===== config.mk =====
export PLATFORM = sky130hd
export DESIGN_NAME = vector_alu_kernel
export DESIGN_NICKNAME = d
export VERILOG_FILES = /design/src/rtl/vector_alu_kernel.sv
export SDC_FILE = /design/constraint.sdc
export NUM_CORES = 1
export LEC_CHECK = 0
export BUFFER_PORTS_ARGS = -buffer_cell sky130_fd_sc_hd__buf_2
export CAP_MARGIN = 20
export CORE_AREA = 2 2 196 198
export CTS_CLUSTER_SIZE = 20
export DETAILED_ROUTE_END_ITERATION = 10
export DIE_AREA = 0 0 198 200
export GPL_TIMING_DRIVEN = 0
export PLACE_DENSITY = 0.65
export SLEW_MARGIN = 5
export SYNTH_ARGS = -nofsm -noshare
export SYNTH_HDL_FRONTEND = slang
export SYNTH_SLANG_ARGS = --single-unit
export TNS_END_PERCENT = 30

===== constraint.sdc =====
create_clock -name clk -period 6.7 [get_ports clk]
set_input_delay 0.335 -clock clk [delete_from_list [all_inputs] [get_ports clk]]
set_output_delay 0.335 -clock clk [all_outputs]
set_load 0.1 [all_outputs]

===== src/rtl/vector_alu_kernel.sv =====
// Purpose: per-lane add/sub ALU with wrapping or saturating modes, carry/borrow flag per lane.
// Latency: two registered stages; a vector presented before edge N is on out_data after edge N+1 (two edges).
// Backpressure: both stages advance only when the output slot is empty or drained; in_ready follows that.
module vector_alu_kernel #(
    parameter int LANES = 8,
    parameter int WIDTH = 8
) (
    input  logic                   clk,
    input  logic                   rst,
    input  logic                   in_valid,
    output logic                   in_ready,
    input  logic [LANES*WIDTH-1:0] in_a,
    input  logic [LANES*WIDTH-1:0] in_b,
    input  logic [1:0]             in_op,
    output logic                   out_valid,
    input  logic                   out_ready,
    output logic [LANES*WIDTH-1:0] out_data,
    output logic [LANES-1:0]       out_ovf,
    output logic [15:0]            vec_count
);

    localparam logic [1:0] OP_ADD  = 2'b00;
    localparam logic [1:0] OP_SUB  = 2'b01;
    localparam logic [1:0] OP_SADD = 2'b10;

    // Stage 1 operand registers
    logic                   s1_vld_q;
    logic [LANES*WIDTH-1:0] s1_a_q;
    logic [LANES*WIDTH-1:0] s1_b_q;
    logic [1:0]             s1_op_q;

    // Stage 2 result registers
    logic                   out_vld_q;
    logic [LANES*WIDTH-1:0] res_q;
    logic [LANES*WIDTH-1:0] res_d;
    logic [LANES-1:0]       ovf_q;
    logic [LANES-1:0]       ovf_d;
    logic [15:0]            cnt_q;
    logic [15:0]            cnt_d;

    // Per-lane scratch for the arithmetic loop
    logic [WIDTH-1:0] a_l;
    logic [WIDTH-1:0] b_l;
    logic [WIDTH:0]   sum_l;
    logic [WIDTH:0]   dif_l;

    logic advance;

    // The whole pipe moves as one; a held output freezes both stages.
    assign advance  = !out_vld_q || out_ready;
    assign in_ready = advance && !rst;

    // Stage 1: capture operands and op together with the accept strobe
    always_ff @(posedge clk or posedge rst) begin
        if (rst) begin
            s1_vld_q <= 1'b0;
            s1_a_q   <= '0;
            s1_b_q   <= '0;
            s1_op_q  <= OP_ADD;
        end else if (advance) begin
            s1_vld_q <= in_valid && in_ready;
            s1_a_q   <= in_a;
            s1_b_q   <= in_b;
            s1_op_q  <= in_op;
        end
    end

    // Lane arithmetic: one extra bit per lane exposes carry (add) or borrow (sub)
    always_comb begin
        res_d = '0;
        ovf_d = '0;
        a_l   = '0;
        b_l   = '0;
        sum_l = '0;
        dif_l = '0;
        for (int i = 0; i < LANES; i++) begin
            a_l   = s1_a_q[i*WIDTH +: WIDTH];
            b_l   = s1_b_q[i*WIDTH +: WIDTH];
            sum_l = {1'b0, a_l} + {1'b0, b_l};
            dif_l = {1'b0, a_l} - {1'b0, b_l};
            case (s1_op_q)
                OP_ADD: begin
                    res_d[i*WIDTH +: WIDTH] = sum_l[WIDTH-1:0];
                    ovf_d[i]                = sum_l[WIDTH];
                end
                OP_SUB: begin
                    res_d[i*WIDTH +: WIDTH] = dif_l[WIDTH-1:0];
                    ovf_d[i]                = dif_l[WIDTH];
                end
                OP_SADD: begin
                    res_d[i*WIDTH +: WIDTH] = sum_l[WIDTH] ? {WIDTH{1'b1}} : sum_l[WIDTH-1:0];
                    ovf_d[i]                = sum_l[WIDTH];
                end
                default: begin
                    res_d[i*WIDTH +: WIDTH] = dif_l[WIDTH] ? {WIDTH{1'b0}} : dif_l[WIDTH-1:0];
                    ovf_d[i]                = dif_l[WIDTH];
                end
            endcase
        end
    end

    // Stage 2: result only overwritten by a real vector so bubbles keep the last value visible
    always_ff @(posedge clk or posedge rst) begin
        if (rst) begin
            out_vld_q <= 1'b0;
            res_q     <= '0;
            ovf_q     <= '0;
        end else if (advance) begin
            out_vld_q <= s1_vld_q;
            if (s1_vld_q) begin
                res_q <= res_d;
                ovf_q <= ovf_d;
            end
        end
    end

    assign cnt_d = cnt_q + 16'd1;

    // Count completed output handshakes; wraps naturally at 16 bits
    always_ff @(posedge clk or posedge rst) begin
        if (rst) begin
            cnt_q <= '0;
        end else if (out_vld_q && out_ready) begin
            cnt_q <= cnt_d;
        end
    end

    assign out_valid = out_vld_q;
    assign out_data  = res_q;
    assign out_ovf   = ovf_q;
    assign vec_count = cnt_q;

endmodule


=== After elaboration in Yosys (flattened, before gate mapping) ===
Cells that the tools add are included.

* Output and inout port bits: 90
* Register bits after elaboration: 220

* Reductions and logical operators: 9
* Equality and inequality tests: 2
* Muxes and demuxes: 32
* Add/sub/neg operators: 17

{| class="wikitable"
|+ Operators by type and width
! kind !! number
|-
| $pmux 8 s3 || 8
|-
| $mux 8 || 16
|-
| $add 8x8->9 || 8
|-
| $sub 8x8->9 || 8
|-
| $add 16x1->16 const B || 1
|-
| $mux 1 || 8
|-
| $logic_and 1x1->1 || 3
|-
| $eq 2x1->1 const B || 1
|-
| $eq 2x2->1 const B || 1
|-
| $logic_not 1->1 || 2
|-
| $logic_not 2->1 || 1
|-
| $reduce_and 2->1 || 1
|-
| $reduce_or 2->1 || 1
|-
| $logic_or 1x1->1 || 1
|}

=== Longest topological paths before layout ===
* Depth in word-level cells: 4
* Mapped depth: 9
* Gate-level depth less buffers: 9

=== Worst setup path after synthesis ===
OpenSTA, ideal clock, no wires.

* Path type: input -> register
* Start: in rst
* End: reg s1_vld_q
* Stages on the path: 3
* Buffers on the path: 0
* Library setup time: 0.101 ns
* Data required time: 6.599 ns
* Slack: 1.397 ns
* Arrival time: 5.202 ns
* Cell sequence: inv_1 -> nand2_1 -> o21ai_0

* Longest elaborated chain between the ends: 3

{| class="wikitable"
|+ RTL lines
! item !! line !! RTL
|-
| start: declaration || 9 || <nowiki>input logic rst,</nowiki>
|-
| $logic_not 1->1 (no source line) || n/a ||
|-
| $logic_and 1x1->1 || 51 || <nowiki>assign in_ready = advance && !rst;</nowiki>
|-
| $logic_and 1x1->1 || 61 || <nowiki>s1_vld_q <= in_valid && in_ready;</nowiki>
|-
| end signal: assignment || 61 ||
|-
| end: declaration || 27 || <nowiki>logic s1_vld_q;</nowiki>
|}

Every way passes these cells.
A chain may end at the register's enable or synchronous reset.

=== Worst setup path after layout ===
* Start: reg s1_op_q[0]
* End: reg res_q[53] (netlist: out_data[53])

* Longest elaborated chain between the ends: 2
* Elaborated cells on any way between the ends: 4

{| class="wikitable"
|+ RTL lines
! item !! line !! RTL
|-
| start: declaration || 30 || <nowiki>logic [1:0] s1_op_q;</nowiki>
|-
| start signal: assignment || 64 || <nowiki>s1_op_q <= in_op;</nowiki>
|-
| $eq 2x2->1, or another cell as far along || 81 || <nowiki>case (s1_op_q)</nowiki>
|-
| $pmux 8 s3 (*) || 81 ||
|-
| end signal: assignment || 111 || <nowiki>res_q <= res_d;</nowiki>
|-
| end: declaration || 34 || <nowiki>logic [LANES*WIDTH-1:0] res_q;</nowiki>
|}

Every way passes the cells marked *; elsewhere a longest branch is shown, timed or not.

==> reports/qor.yml <==
hold_depth: 3
hold_viol_final: 0
yosysSeqAreaShare_pct: 36.9
ys_seq_elements: 220
cpMostUsedCell: "clkbuf_1"
drc: 0
clock-sinks: 220
place_inst: 2488
core_area_um2: 37400
yosys_warnings: 0
layout-drive-gt1-share_pct: 15.4
synth_adder_area_share_pct: 13.0
h-tree-depth: 1
synth-simple-area-share_pct: 20.3
r2r_end: "out_data[53]"
drt_iter0_drc: 1192
synth_edf_count: 0
setup_violations: 0
fmax_mhz: 295
place.gp.congestion: 0.899
grt_max_degree: 120
arrival_ps: 3830
start_util_pct: 39.8
critical_path_required_ps: 7140
cp-start-kind: "flop"
routed_wl_mm: 51.3
ys.flop_type: "dfrtp_1"
timing.final.ws_setup_ps: 3310
rows: 71
netlist-cell-type-count: 87
end_kind: "flop"
synth-xor-area-share_pct: 4.17
maxSlewViolCount: 0
pwr_density_cell_nw_per_um2: 382
min_path_type: "in2reg"
worst_pin_slew_ps: 1190
final_area_um2: 18300
die_h_um: 200
clk_pin_slew_ps: 60
cp.buffers_inverters: 3
io_pins: 224
dieArea_um2: 39600
outcome: "complete, no violations"
fin_crit_sh_pct: 50.6
leakagePower_nw: 8.86
io_buffers: 223
wl_per_cell_um: 19.6
synth_top_family_by_area: "simple AND/OR/NAND/NOR gates"
relSlewSlack_pct: 20.4
setup.worst_path.class: "reg2reg"
antenna_found_initial: 0
avgSynthCellArea_um2: 8.50
synthArstFlopShare_pct: 100
ir_worst_vdd_mv: 0.402
numCtsBuffers: 26
syn_nets: 2032
grt.overflow.total: 0
rrSetupSlack_ps: 3310
min_period_ps: 3390
hp-start: "in_a[22]"
cts-root-buf: "clkbuf_16"
cpMaxStageDelayCell: "clkbuf_1"
die_w_um: 198
route.vias.total: 14050
cts_setup_buffers: 0
synth-compound-area-share_pct: 19.5
synth.area.mux_share_pct: 0.554
max_cap_viol_count: 0
critPathMaxStageDelay_ps: 800
worstPathCellList: "clkbuf_1 > inv_2 > nor2_1 > clkbuf_1 > o21ai_0 > o221a_2"
path_delay_family: "buffers and inverters"
post-dp-hpwl_mm: 37.9
reg2reg_depth: 6
clock_path_buffers: 3
crit_fanout: 10
layout.cells.non_filler: 2617
firstDrtPassIters: 7
dpl_cell_area_um2: 16700
grt_pass1_wl_mm: 78.3
grt_pass1_vias: 13695
rsz0062_at_grt: "false"
syn-cell-area_um2: 14900
grtUsageTotal_pct: 25.9
reg2reg_from: "s1_op_q[0]"
syn2layout_area_growth_pct: 23.1
syn-instance-count: 1753
ant_nets: 0
drt-vias-per-instance: 5.37
cts_tree: "built"
min_to: "s1_a_q[22]"
diodes: 0
nNetsFinal: 2368
clock_latency_ps: 550
finalClockSkew_ps: 13.3
dp_worst_setup_slack_ps: 3470
per-layer routing:
layer / share of wire, % / GRT usage [%]
met1: 43 / 34.7
met2: 46 / 42.2
met3: 6.5 / 3.53
met4: 4.6 / 11.0
met5: 0 / 0
cells in the final DEF (no fill, tap or decap), types with 12 or more instances in the layout:
master and n:
nand2_1 339, buf_2 240, dfrtp_1 220, o21ai_0 139, ha_1 129, inv_1 117, nor2_1 105, a21oi_1 83
dlygate4sd3_1 83, clkbuf_1 63, xnor2_1 48, nor2b_1 36, nand2b_1 34, nand3_1 27, clkbuf_16 27, xor2_1 23
a31oi_1 23, or3_1 22, nor3_1 22, o31ai_1 21, o21a_1 18, fa_1 16, o21ai_1 14, o211ai_1 13
o22ai_1 12
cell families after synthesis:
kind of cell               Yosys count
DFF                                220
and+or+nand+nor                    658
buffers and inverters              207
AOI/OAI and AO/OA                  444
adders and majority gates          145
muxes                                8
xor gates and xnor gates            71
worst min-delay path: cells and delay by family:
| kind | cells | cell delay (ps) |
|---|---|---|
| buffers and inverters | 1 | 80 |
| and+or+nand+nor | 2 | 110 |
how the worst max path moves through the flow:
stage	startpoint	end	slack, ps	cells past startpoint
6_report	s1_op_q[0]	out_data[53]	3310	6
5_1_grt	s1_op_q[0]	out_data[53]	3280	6
4_1_cts	s1_op_q[0]	out_data[53]	3450	6
3_5_place_dp	s1_op_q[0]	out_data[53]	3470	6
3_3_place_gp	rst	vec_count[13]	-2550	2
2_1_floorplan	rst	out_data[0]	330	1
cells in the mapped netlist, types with 11 or more instances:
master	count	area share, %
nand2_1	339	8.5
dfrtp_1	220	37
o21ai_0	139	4.7
ha_1	129	11
inv_1	118	3.0
nor2_1	106	2.7
a21oi_1	83	2.8
clkbuf_1	57	1.4
xnor2_1	48	2.8
nor2b_1	36	1.5
nand2b_1	34	1.4
nand3_1	27	0.91
a31oi_1	23	0.97
xor2_1	23	1.4
nor3_1	22	0.74
or3_1	22	0.92
o31ai_1	21	1.1
o21a_1	18	0.91
buf_2	17	0.57
fa_1	16	2.1
o21ai_1	14	0.47
o211ai_1	13	0.65
o22ai_1	12	0.50
nor4_1	11	0.46
o31a_1	11	0.65
flip-flops by register name (all words and copies together) (netlist names):
register,flops
out_ovf,8
out_data,64
s1_vld_q,1
s1_a_q,64
s1_op_q,2
vec_count,16
s1_b_q,64
out_valid,1
final cells by class:
class	count	area (um2)
Fill cell	3709	19100
Multi-Input combinational cell	1326	8570
Sequential cell	220	5510
Timing Repair Buffer	308	1990
Clock buffer	38	767
Tap cell	511	639
Inverter	120	458
Buffer	87	375
Clock inverter	7	43.8
report_power, final:
part / switching, mW / internal [mW] / leakage (nW) / total [mW]
sequential: 0.280 / 1.63 / 2.64 / 1.91
combinational: 2.79 / 0.923 / 5.83 / 3.71
clock: 0.589 / 0.788 / 0.396 / 1.38
stage by stage:
| step | TNS [ps] | hold slack, ps | utilization [%] | power [mW] |
|---|---|---|---|---|
| after global routing | 0 | 9.46 | 49.1 | 7.35 |
| after detailed placement | 0 | 451 | 44.6 | 5.58 |
| after CTS | 0 | 1.01 | 49.0 | 7.01 |
| after floorplan | 0 | 448 | - | 4.74 |
| final | 0 | 10.5 | 49.1 | 7.00 |
| after global placement | -556740 | 452 | 44.5 | 5.53 |
what timing repair did:
action | in CTS | in global routing
endpoints found under the hold margin | 183 | 0
hold buffers | 83 | 0
gates resized for setup | 0 | 0
No activity file was read; power rests on OpenSTA's default activity.
